--- src/rtl/kronos_dbus_wb_pkg.sv ---
// Shared types for the Kronos data-bus bridge: FSM state encoding and watchdog sizing.
package kronos_types;

    typedef enum logic [1:0] {
        DBUS_IDLE = 2'd0,
        DBUS_BUS  = 2'd1,
        DBUS_RESP = 2'd2
    } dbus_state_e;

    // Counter must hold values 0..TIMEOUT; a disabled watchdog still gets one bit.
    function automatic int wdog_width(input int timeout);
        return (timeout < 1) ? 1 : $clog2(timeout + 1);
    endfunction

endpackage

--- src/rtl/kronos_dbus_wdog.sv ---
// Bus watchdog: counts strobe cycles without a slave response and flags expiry.
module kronos_dbus_wdog
    import kronos_types::*;
#(
    parameter int TIMEOUT = 255
) (
    input  logic clk,
    input  logic rst,
    input  logic clr_i,
    input  logic en_i,
    output logic expire_o
);

    localparam int CW = wdog_width(TIMEOUT);

    logic [CW-1:0] cnt_q, cnt_d;

    always_comb begin
        cnt_d = cnt_q;
        if (clr_i) begin
            cnt_d = '0;
        end else if (en_i && (cnt_q != {CW{1'b1}})) begin
            cnt_d = cnt_q + CW'(1);
        end
    end

    always_ff @(posedge clk or posedge rst) begin
        if (rst) begin
            cnt_q <= '0;
        end else begin
            cnt_q <= cnt_d;
        end
    end

    // Expiry lands on the strobe cycle after TIMEOUT silent cycles, so the
    // core sees the error TIMEOUT+1 cycles after the strobe went up.
    if (TIMEOUT == 0) begin : g_off
        assign expire_o = 1'b0;
    end else begin : g_on
        assign expire_o = en_i && (cnt_q == CW'(TIMEOUT));
    end

endmodule

--- src/rtl/kronos_dbus_wb.sv ---
// Execute-stage data port to Wishbone B4 classic single-beat master, with watchdog and error capture.
module kronos_dbus_wb
    import kronos_types::*;
#(
    parameter int          TIMEOUT   = 255,
    parameter logic [31:0] ERR_RDATA = 32'h0
) (
    input  logic        clk,
    input  logic        rst,
    input  logic [31:0] data_addr,
    input  logic [31:0] data_wr_data,
    input  logic [3:0]  data_mask,
    input  logic        data_wr_en,
    input  logic        data_req,
    output logic [31:0] data_rd_data,
    output logic        data_ack,
    output logic [31:0] wb_adr_o,
    output logic [31:0] wb_dat_o,
    output logic [3:0]  wb_sel_o,
    output logic        wb_we_o,
    output logic        wb_cyc_o,
    output logic        wb_stb_o,
    input  logic [31:0] wb_dat_i,
    input  logic        wb_ack_i,
    input  logic        wb_err_i,
    output logic        bus_err,
    output logic [31:0] err_addr
);

    dbus_state_e state_q, state_d;

    logic [31:0] adr_q, adr_d, dat_q, dat_d, rdata_q, rdata_d, eaddr_q, eaddr_d;
    logic [3:0]  sel_q, sel_d;
    logic        we_q, we_d, cyc_q, cyc_d, ack_q, ack_d, berr_q, berr_d;
    logic        wd_clr, wd_en, wd_expire;

    kronos_dbus_wdog #(
        .TIMEOUT (TIMEOUT)
    ) u_wdog (
        .clk      (clk),
        .rst      (rst),
        .clr_i    (wd_clr),
        .en_i     (wd_en),
        .expire_o (wd_expire)
    );

    always_comb begin
        state_d = state_q;
        adr_d   = adr_q;
        dat_d   = dat_q;
        sel_d   = sel_q;
        we_d    = we_q;
        cyc_d   = cyc_q;
        rdata_d = rdata_q;
        eaddr_d = eaddr_q;
        ack_d   = 1'b0;
        berr_d  = 1'b0;
        wd_clr  = 1'b0;
        wd_en   = 1'b0;

        case (state_q)
            DBUS_IDLE: begin
                if (data_req) begin
                    adr_d   = data_addr;
                    dat_d   = data_wr_data;
                    sel_d   = data_mask;
                    we_d    = data_wr_en;
                    cyc_d   = 1'b1;
                    wd_clr  = 1'b1;
                    state_d = DBUS_BUS;
                end
            end
            DBUS_BUS: begin
                wd_en = 1'b1;
                // Slave error outranks a simultaneous ack; timeout is treated as an error.
                if (wb_err_i || (!wb_ack_i && wd_expire)) begin
                    rdata_d = ERR_RDATA;
                    eaddr_d = adr_q;
                    berr_d  = 1'b1;
                    cyc_d   = 1'b0;
                    ack_d   = 1'b1;
                    state_d = DBUS_RESP;
                end else if (wb_ack_i) begin
                    rdata_d = wb_dat_i;
                    cyc_d   = 1'b0;
                    ack_d   = 1'b1;
                    state_d = DBUS_RESP;
                end
            end
            DBUS_RESP: begin
                state_d = DBUS_IDLE;
            end
            default: begin
                state_d = DBUS_IDLE;
            end
        endcase
    end

    always_ff @(posedge clk or posedge rst) begin
        if (rst) begin
            state_q <= DBUS_IDLE;
            adr_q   <= '0;
            dat_q   <= '0;
            sel_q   <= '0;
            we_q    <= 1'b0;
            cyc_q   <= 1'b0;
            rdata_q <= '0;
            eaddr_q <= '0;
            ack_q   <= 1'b0;
            berr_q  <= 1'b0;
        end else begin
            state_q <= state_d;
            adr_q   <= adr_d;
            dat_q   <= dat_d;
            sel_q   <= sel_d;
            we_q    <= we_d;
            cyc_q   <= cyc_d;
            rdata_q <= rdata_d;
            eaddr_q <= eaddr_d;
            ack_q   <= ack_d;
            berr_q  <= berr_d;
        end
    end

    assign wb_adr_o     = adr_q;
    assign wb_dat_o     = dat_q;
    assign wb_sel_o     = sel_q;
    assign wb_we_o      = we_q;
    assign wb_cyc_o     = cyc_q;
    assign wb_stb_o     = cyc_q;
    assign data_rd_data = rdata_q;
    assign data_ack     = ack_q;
    assign bus_err      = berr_q;
    assign err_addr     = eaddr_q;

endmodule

--- config.mk ---
export PLATFORM = sky130hd
export DESIGN_NAME = kronos_dbus_wb
export DESIGN_NICKNAME = d
export VERILOG_FILES = /design/src/rtl/kronos_dbus_wb_pkg.sv /design/src/rtl/kronos_dbus_wdog.sv /design/src/rtl/kronos_dbus_wb.sv
export SDC_FILE = /design/constraint.sdc
export NUM_CORES = 1
export LEC_CHECK = 0
export ABC_AREA = 1
export BUFFER_PORTS_ARGS = -buffer_cell sky130_fd_sc_hd__buf_2
export CAP_MARGIN = 20
export CORE_UTILIZATION = 52
export DETAILED_ROUTE_END_ITERATION = 6
export PLACE_DENSITY = 0.86
export REMOVE_ABC_BUFFERS = 1
export SLEW_MARGIN = 10
export SYNTH_ARGS = -nofsm -noshare
export SYNTH_HDL_FRONTEND = slang
export SYNTH_SLANG_ARGS = --single-unit
--- constraint.sdc ---
create_clock -name clk -period 10.65 [get_ports clk]
set_input_delay 0.5325 -clock clk [delete_from_list [all_inputs] [get_ports clk]]
set_output_delay 0.5325 -clock clk [all_outputs]
set_load 0.02 [all_outputs]
==> flow_metrics.env, run 1 <==
export IMPL_seqCellArea_sq_um=3650
export IMPL_hold_viol=0
export IMPL_syn_area_sq_um=5820
export IMPL_clk_latency_ns=0.52
export IMPL_dp_hpwl_um=9800
export IMPL_report_final_slew_viol_count=0
export IMPL_crit_type="reg -> reg"
export IMPL_grt_overflow=0
export IMPL_ys_warn_count=0
export IMPL_start_util_pct=53.4
export IMPL_antenna_cells=0
export IMPL_antenna_found_initial=0
export IMPL_tightest_slew_ns=0.891
export IMPL_grt_max_degree=79
export IMPL_ant_nets=0
export IMPL_gp_congestion=0.776
export IMPL_synth_cells=663
export IMPL_cts_made_buffers=17
export IMPL_rows=38
export IMPL_avgSynthCellArea_sq_um=8.78
export IMPL_rsz0062_at_grt="no"
export IMPL_grt_pass1_wl_um=23800
export IMPL_die_area_sq_um=11600
export IMPL_clock_sinks=146
export IMPL_synth_seq_cells=146
export IMPL_min_path_type="in -> async"
export IMPL_initialDrtViolationCount=465
export IMPL_grt_usage_pct=26.8
export IMPL_pre_cts_slack_ns=8.54
export IMPL_ys_seq_area_share_pct=62.8
export IMPL_worst_ep_required_time_ns=11.05
export IMPL_syn_to_final_growth_pct=32.5
export IMPL_dr_pass1_iters=5
export IMPL_clock_root_buffer="clkbuf_8"
export IMPL_relSlewSlack_pct=40.6
export IMPL_cp_end_kind="register"
export IMPL_maxCapViolations=0
export IMPL_status="finished clean"
export IMPL_setup_ws_ns=8.59
export IMPL_post_route_drc_count=0
export IMPL_path_max_fanout=33
export IMPL_cts_repair_resized=0
export IMPL_wire_per_inst_um=14.4
export IMPL_clkSlewWorstSetupHoldPaths_ns=0.06
export IMPL_ys_types=21
export IMPL_power_per_cell_area_nw_per_um2=340
export IMPL_power_leakage_uw=0.00463
export IMPL_fin_cells=1050
export IMPL_period_needed_ns=2.06
export IMPL_arrival_ns=2.46
export IMPL_numPortBuffers=242
export IMPL_num_vias=5222
export IMPL_clockBufferDepth=2
export IMPL_reg2reg_depth=8
export IMPL_htree_levels=4
export IMPL_setup_tns_ns=0
export IMPL_period_share_pct=19.3
export IMPL_placedCellCount=1018
export IMPL_holdBufCountCts=0
export IMPL_post_cts_buffers=0
export IMPL_peakVddDrop_v=0.000209
export IMPL_startpoint_type="register"
export IMPL_die_w_um=108
export IMPL_skew_ns=0.0101
export IMPL_max_freq_mhz=486
export IMPL_fill_cells=833
export IMPL_finalWirelength_um=15200
export IMPL_finalSetupViolCount=0
export IMPL_via_per_inst=4.97
export IMPL_die_h_um=108
export IMPL_r2r_setup_slack_ns=8.59
export IMPL_multi_input_area_sq_um=1890
export IMPL_ios=243
export IMPL_core_area_sq_um=10900
export IMPL_drive_gt1_share_pct=32.0
export IMPL_cts_tree="yes"
export IMPL_placedInstanceArea_sq_um=7040
export IMPL_final_area_sq_um=7710
export IMPL_final_nets=1004
export IMPL_grt_pass1_vias=4900
[sequential cells by signal (all words and copies together) (netlist names)]
signal / flops
data_rd_data: 32
err_addr: 32
wb_adr_o: 32
wb_dat_o: 32
u_wdog.cnt_q: 8
wb_sel_o: 4
state_q: 2
bus_err: 1
data_ack: 1
wb_cyc_o: 1
wb_we_o: 1
[worst paths after layout]
path	from	to
max reg2reg	u_wdog.cnt_q[0]	err_addr[12]
min in group clk	data_addr[6]	wb_adr_o[6]
max	u_wdog.cnt_q[0]	err_addr[12]
min reg2reg	data_rd_data[31]	data_rd_data[31]
min	rst	data_rd_data[14]
max in group asynchronous	rst	err_addr[0]
[per-stage QoR]
step / power [uW] / hold WS [ns] / util, %
floorplan: 1560 / 0.468 / -
global placement: 1920 / 0.448 / 64.7
detailed placement: 1950 / 0.454 / 64.7
CTS: 2630 / 0.131 / 70.8
global route: 2780 / 0.176 / 70.8
finish: 2620 / 0.132 / 70.8
[logic make-up after synthesis]
logic type / count (synthesis) / share of synthesized area, %
DFF: 146 / 62.8
xor gates and xnor gates: 1 / 0.151
AOI/OAI and AO/OA: 5 / 0.430
buffers and inverters: 51 / 4.71
adders and majority gates: 1 / 0.215
and+or+nand+nor: 459 / 31.7
[cell usage in the layout (no fill, tap or decap), drive strengths merged]
cell,synthesis,layout
a21oi,2,2
buf,22,246
bufinv,0,6
clkbuf,9,22
clkinv,0,3
clkinvlp,0,1
dfrtp,146,146
ha,1,1
inv,20,20
nand2,405,405
nand3,40,40
nand4,5,5
nor2,9,9
o21ai,3,3
xnor2,1,1
[power by group]
group	internal, uW	switching [uW]
clock	446	223
sequential	799	158
combinational	301	698
[area by class of cell]
| class | count | share of cell area [%] |
|---|---|---|
| inverter | 20 | 1.04 |
| timing repair buffer | 246 | 16.1 |
| sequential | 146 | 47.4 |
| multi-input combinational | 466 | 24.6 |
| tap | 140 | 2.27 |
| clock buffer | 22 | 6.00 |
| clock inverter | 10 | 2.63 |
[critical path, stage by stage, from the launching register on]
cell and delay, ns:
dfrtp_1 0.40, ha_1 0.24, nand2_1 0.12, nor2_4 0.15, nand3_2 0.11, nand2_4 0.33, nand2_4 0.32, nand2_1 0.18
nand2_1 0.08
[Yosys cell counts]
cell type | instances | share of area, %
nand3_4 | 1 | 0.30
nor2_2 | 1 | 0.11
o21ai_0 | 3 | 0.26
nand4_1 | 5 | 0.54
buf_4 | 7 | 0.90
a21oi_1 | 2 | 0.17
nand2_1 | 401 | 26
nor2_1 | 6 | 0.39
dfrtp_1 | 146 | 63
buf_2 | 9 | 0.77
nand2_2 | 2 | 0.21
ha_1 | 1 | 0.21
inv_1 | 17 | 1.1
xnor2_1 | 1 | 0.15
clkbuf_1 | 9 | 0.58
nor2_4 | 2 | 0.39
nand2_4 | 2 | 0.39
nand3_2 | 2 | 0.34
nand3_1 | 37 | 3.2
inv_2 | 3 | 0.19
buf_6 | 6 | 1.2
[routing by layer]
metal	track usage [%]	vias to the layer above	share of wire (%)
li1	-	2496	-
met4	12.5	0	2.8
met3	7.57	36	8.2
met2	43.5	254	48
met1	33.2	2436	41
met5	0	-	0
Power figures use the tool's default switching activity.
==> inputs of run 2 (changes only) <==
--- a/config.mk
+++ b/config.mk
@@ -5,12 +5,12 @@
 export SDC_FILE = /design/constraint.sdc
 export NUM_CORES = 1
 export LEC_CHECK = 0
-export ABC_AREA = 1
+export ABC_AREA = 0
 export BUFFER_PORTS_ARGS = -buffer_cell sky130_fd_sc_hd__buf_2
 export CAP_MARGIN = 20
-export CORE_UTILIZATION = 52
+export CORE_UTILIZATION = 43
 export DETAILED_ROUTE_END_ITERATION = 6
-export PLACE_DENSITY = 0.86
+export PLACE_DENSITY = 0.76
 export REMOVE_ABC_BUFFERS = 1
 export SLEW_MARGIN = 10
 export SYNTH_ARGS = -nofsm -noshare
==> constraint.sdc (replaced) <==
create_clock -name clk -period 1.8 [get_ports clk]
set_input_delay 0.09 -clock clk [delete_from_list [all_inputs] [get_ports clk]]
set_output_delay 0.09 -clock clk [all_outputs]
set_load 0.02 [all_outputs]
==> run 2 against run 1 <==
Effect of this change:
- synthesized area shrank 2.9%
- synthesized cell count shrank 26%
- count of clock-buffer cells in the layout shrank 2
- design area grew 15%
- critical path depth shrank 1
- register-to-register slack lost 8.5 ns
- highest routed layer unchanged
==> flow_metrics.env, run 2 <==
export IMPL_status="finished clean"
export IMPL_peakVddDrop_v=0.000724
export IMPL_hold_viol=0
export IMPL_grt_pass1_wl_um=24400
export IMPL_via_per_inst=4.92
export IMPL_multi_input_area_sq_um=1850
export IMPL_ys_types=31
export IMPL_dr_pass1_iters=4
export IMPL_layout_commonest_cell="buf_2"
export IMPL_antenna_cells=0
export IMPL_dp_hpwl_um=9690
export IMPL_synth_area_leader_cell="dfrtp_1"
export IMPL_ys_warn_count=0
export IMPL_period_share_pct=95.9
export IMPL_numPortBuffers=242
export IMPL_wire_per_inst_um=15.8
export IMPL_avgSynthCellArea_sq_um=11.5
export IMPL_num_vias=5090
export IMPL_p_total_uw=13600
export IMPL_max_freq_mhz=579
export IMPL_async_flop_share_pct=100
export IMPL_antenna_found_initial=0
export IMPL_min_path_type="in -> async"
export IMPL_startpoint_type="register"
export IMPL_clockBufferDepth=2
export IMPL_final_nets=957
export IMPL_fin_util_pct=69.6
export IMPL_power_per_cell_area_nw_per_um2=1530
export IMPL_layout_common_cells="buf_2 (242), nand2_1 (210), dfrtp_1 (146), dlygate4sd3_1 (105), a22o_1 (32)"
export IMPL_skew_ns=0.00751
export IMPL_clk_latency_ns=0.41
export IMPL_die_w_um=117
export IMPL_grt_usage_pct=23.7
export IMPL_die_area_sq_um=13600
export IMPL_clock_sinks=146
export IMPL_rr_startpoint="u_wdog.cnt_q[0]"
export IMPL_setup_tns_ns=0
export IMPL_drive_gt1_share_pct=38.9
export IMPL_post_route_drc_count=0
export IMPL_ys_seq_area_share_pct=64.7
export IMPL_arrival_ns=2.02
export IMPL_seqCellArea_sq_um=3650
export IMPL_r2r_setup_slack_ns=0.07
export IMPL_fill_cells=928
export IMPL_die_h_um=117
export IMPL_syn_area_sq_um=5650
export IMPL_start_util_pct=44.4
export IMPL_initialDrtViolationCount=407
export IMPL_tightest_slew_ns=0.446
export IMPL_yosys_top_cells_count="nand2_1 (211), dfrtp_1 (146), a22o_1 (32), mux2_4 (29), clkbuf_1 (12)"
export IMPL_cp_end_kind="register"
export IMPL_synth_seq_cells=146
export IMPL_ios=243
export IMPL_syn_to_final_growth_pct=56.8
export IMPL_report_final_slew_viol_count=0
export IMPL_worst_ep_required_time_ns=2.09
export IMPL_cts_tree="yes"
export IMPL_power_leakage_uw=0.00487
export IMPL_grt_max_degree=49
export IMPL_grt_overflow=0
export IMPL_gp_congestion=0.774
export IMPL_finalWirelength_um=16300
export IMPL_period_needed_ns=1.73
export IMPL_ant_nets=0
export IMPL_rsz0062_at_grt="no"
export IMPL_clock_root_buffer="clkbuf_16"
export IMPL_maxCapViolations=0
export IMPL_finalSetupViolCount=0
export IMPL_synth_top_cell_area_share_pct=64.7
export IMPL_rows=41
export IMPL_synthFlopType="dfrtp_1"
export IMPL_synth_edf_count=0
export IMPL_yosysMostFrequentCell="nand2_1"
export IMPL_crit_type="reg -> reg"
export IMPL_core_area_sq_um=12700
export IMPL_htree_levels=4
export IMPL_reg2reg_depth=7
export IMPL_cts_made_buffers=17
export IMPL_synth_cells=492
export IMPL_grt_pass1_vias=5081
export IMPL_path_max_fanout=13
export IMPL_synthTopCellsByArea="dfrtp_1 (65%), nand2_1 (14%), mux2_4 (7.7%)"
export IMPL_relSlewSlack_pct=70.2
export IMPL_clkSlewWorstSetupHoldPaths_ns=0.06
export IMPL_timing_rr_end="err_addr[3]"
==> run 2: cell families after synthesis <==
group / after synthesis / share of synthesized area [%]
and+or+nand+nor: 231 / 16.3
DFF: 146 / 64.7
AOI/OAI and AO/OA: 43 / 6.67
muxes: 34 / 8.66
buffers and inverters: 33 / 2.90
xor gates and xnor gates: 4 / 0.620
adders and majority gates: 1 / 0.221
==> run 2: timing repair <==
action,4_1_cts,5_1_grt
buffers inserted,0,2
gates resized for setup,0,3
hold endpoints to repair,145,0
hold buffers,105,0
setup endpoints to repair,0,14
==> run 2: worst max-delay path, cell delays in order (launching register included) <==
cell and delay (ns):
dfrtp_1 0.38, ha_2 0.23, nand3_2 0.10, nor3_2 0.19, o21ai_4 0.09, buf_12 0.13, clkbuf_16 0.18, mux2_4 0.31
==> run 2: stage by stage <==
stage,worst slack [ns],instance area (sq um),std cells,hold slack (ns)
after global placement,0.105,7130,894,0.138
after floorplan,-2.21,5510,464,0.188
after CTS,0.0731,8770,1031,0.243
after detailed placement,0.0774,7130,894,0.146
after global routing,0.000534,8860,1035,0.281
final,0.0742,8860,1035,0.249
==> run 2: per-layer routing <==
| metal | GRT usage, % | vias up | part of all wire, % |
|---|---|---|---|
| met1 | 27.5 | 2454 | 39 |
| met4 | 11.9 | 0 | 2.9 |
| met3 | 6.33 | 48 | 7.2 |
| met2 | 40.7 | 265 | 50 |
| met5 | 0 | - | 0 |
| li1 | - | 2323 | - |
==> run 2: layout make-up <==
| type | count | share of cell area (%) |
|---|---|---|
| clock buffers | 20 | 5.15 |
| clock inverters | 12 | 1.51 |
| inverters | 5 | 0.268 |
| multi-input cells | 313 | 20.9 |
| flip-flops and latches | 146 | 41.2 |
| well taps | 172 | 2.43 |
| repair buffers | 367 | 28.5 |
==> run 2: worst max path at each step <==
stage	startpoint	end	slack (ns)	cells past startpoint
floorplan	rst	bus_err	-2.21	1
global placement	u_wdog.cnt_q[0]	err_addr[15]	0.10	6
detailed placement	u_wdog.cnt_q[0]	err_addr[15]	0.08	6
CTS	u_wdog.cnt_q[0]	err_addr[16]	0.07	6
global route	u_wdog.cnt_q[3]	err_addr[3]	0.0005	6
finish	u_wdog.cnt_q[0]	err_addr[3]	0.07	7
==> run 2: power by group <==
| group | total [uW] | switching (uW) | internal (uW) |
|---|---|---|---|
| combinational | 4930 | 2910 | 2020 |
| clock | 3460 | 1350 | 2110 |
| sequential | 5170 | 752 | 4420 |
==> inputs of run 3 (changes only) <==
--- a/config.mk
+++ b/config.mk
@@ -5,7 +5,7 @@
 export SDC_FILE = /design/constraint.sdc
 export NUM_CORES = 1
 export LEC_CHECK = 0
-export ABC_AREA = 0
+export ABC_AREA = 1
 export BUFFER_PORTS_ARGS = -buffer_cell sky130_fd_sc_hd__buf_2
 export CAP_MARGIN = 20
 export CORE_UTILIZATION = 43
==> run 3 against run 2 <==
Effect of this change:
- sequential power up 9.7%
- flip-flop and latch count unchanged
- design area down 0.14%
- final cell count up 16%
- core utilization down 2.8 points
- critical endpoint is now err_addr[24]
- largest cell class unchanged
==> flow_metrics.env, run 3 (same netlist as run 1, synthesis figures left out) <==
export IMPL_status="finished clean"
export IMPL_die_area_sq_um=14000
export IMPL_cp_end_kind="register"
export IMPL_layout_common_cells="nand2_1 (400), buf_2 (242), dfrtp_1 (146), dlygate4sd3_1 (103), nand3_1 (37)"
export IMPL_cts_tree="yes"
export IMPL_grt_overflow=0
export IMPL_crit_buf_inv=0
export IMPL_p_total_uw=15400
export IMPL_hold_viol=0
export IMPL_wire_per_inst_um=13.7
export IMPL_power_per_cell_area_nw_per_um2=1740
export IMPL_drive_gt1_share_pct=29.5
export IMPL_crit_type="reg -> reg"
export IMPL_start_util_pct=43.9
export IMPL_dr_pass1_iters=5
export IMPL_initialDrtViolationCount=379
export IMPL_num_vias=5595
export IMPL_htree_levels=4
export IMPL_max_freq_mhz=605
export IMPL_ant_nets=0
export IMPL_dp_hpwl_um=9780
export IMPL_whs_ns=0.0342
export IMPL_core_area_sq_um=13200
export IMPL_antenna_cells=0
export IMPL_peakVddDrop_v=0.000860
export IMPL_rows=42
export IMPL_path_max_fanout=33
export IMPL_cp_slowest_cell="dfrtp_1"
export IMPL_pre_cts_slack_ns=0.197
export IMPL_tightest_slew_ns=0.502
export IMPL_clock_root_buffer="clkbuf_16"
export IMPL_post_route_drc_count=0
export IMPL_min_path_type="in -> reg"
export IMPL_numPortBuffers=242
export IMPL_antenna_found_initial=0
export IMPL_die_w_um=118
export IMPL_cp_cell_sequence="ha_1 > nand2_1 > nor2_4 > nand3_2 > nand2_4 > nand2_4 > nand2_1 > nand2_1"
export IMPL_cts_made_buffers=17
export IMPL_finalSetupViolCount=0
export IMPL_maxCapViolations=0
export IMPL_skew_ns=0.00926
export IMPL_syn_to_final_growth_pct=52.0
export IMPL_clockBufferDepth=2
export IMPL_finalWirelength_um=16400
export IMPL_setup_ws_ns=0.148
export IMPL_placedCellCount=1061
export IMPL_period_share_pct=91.8
export IMPL_critPathTopFamily="simple AND/OR/NAND/NOR gates"
export IMPL_period_needed_ns=1.65
export IMPL_grt_pass1_wl_um=27100
export IMPL_fin_util_pct=66.8
export IMPL_report_final_slew_viol_count=0
export IMPL_power_leakage_uw=0.00507
export IMPL_via_per_inst=4.68
export IMPL_clk_latency_ns=0.42
export IMPL_crit_top_cell="nand2_1"
export IMPL_grt_max_degree=58
export IMPL_startpoint_type="register"
export IMPL_ios=243
export IMPL_clkSlewWorstSetupHoldPaths_ns=0.06
export IMPL_gp_congestion=0.839
export IMPL_grt_usage_pct=24.9
export IMPL_relSlewSlack_pct=66.6
export IMPL_post_cts_buffers=0
export IMPL_grt_pass1_vias=5641
export IMPL_fill_cells=1022
export IMPL_worst_ep_required_time_ns=2.10
export IMPL_arrival_ns=1.96
export IMPL_clock_sinks=146
export IMPL_die_h_um=118
export IMPL_layout_commonest_cell="nand2_1"
export IMPL_fin_cells=1196
export IMPL_final_nets=1114
export IMPL_cpPeakStageDelay_ns=0.39
-- run 3: final cells by class --
| type | instances | area [sq um] | area share [%] |
|---|---|---|---|
| inverter | 20 | 80.1 | 0.905 |
| clock buffer | 17 | 425 | 4.81 |
| multi-input combinational | 466 | 1900 | 21.5 |
| clock inverter | 15 | 170 | 1.92 |
| timing repair buffer | 356 | 2400 | 27.1 |
| tap | 176 | 220 | 2.49 |
| sequential | 146 | 3650 | 41.3 |
-- run 3: where the power goes --
| group | total (uW) | internal [uW] | switching (uW) | leakage (uW) |
|---|---|---|---|---|
| sequential | 5670 | 4730 | 947 | 0.00186 |
| combinational | 6180 | 2030 | 4150 | 0.00294 |
| clock | 3530 | 2080 | 1460 | 0.000276 |
| total | 15400 | 8830 | 6550 | 0.00507 |
-- run 3: what timing repair did --
item | CTS | global route
endpoints found under the hold margin | 171 | 0
resized for setup | 0 | 1
hold buffers | 103 | 0
endpoints found under the setup margin | 0 | 1
-- run 3: per-stage QoR --
stage	TNS (ns)	area [sq um]
3_3_place_gp	0	7220
4_1_cts	0	8840
5_1_grt	-0.0604	8850
3_5_place_dp	0	7220
2_1_floorplan	-392.94	5620
6_report	0	8850
-- run 3: final timing paths --
kind / from / end / slack [ns] / cells past startpoint
worst max-delay path: u_wdog.cnt_q[0] / err_addr[24] / 0.15 / 8
worst min-delay path: wb_ack_i / state_q[0] / 0.03 / 4
worst max register to register: u_wdog.cnt_q[0] / err_addr[24] / 0.15 / 8
worst min register to register: data_rd_data[12] / data_rd_data[12] / 0.46 / 2
max in group asynchronous: rst / wb_dat_o[0] / 0.97 / 4
min in group asynchronous: rst / data_rd_data[25] / 0.22 / 3
-- run 3: layer usage --
metal | global-route usage, % | routed length (um) | vias to the layer above
li1 | - | - | 2717
met1 | 30.7 | 6930 | 2594
met2 | 41.1 | 7940 | 247
met3 | 6.03 | 1110 | 37
met4 | 12.0 | 455 | 0
met5 | 0 | 0 | -
-- run 3: tightest hold or removal path: stages --
cell,delay (ns)
buf_2,0.09
nor2_1,0.06
nand3_2,0.10
nand2_1,0.06
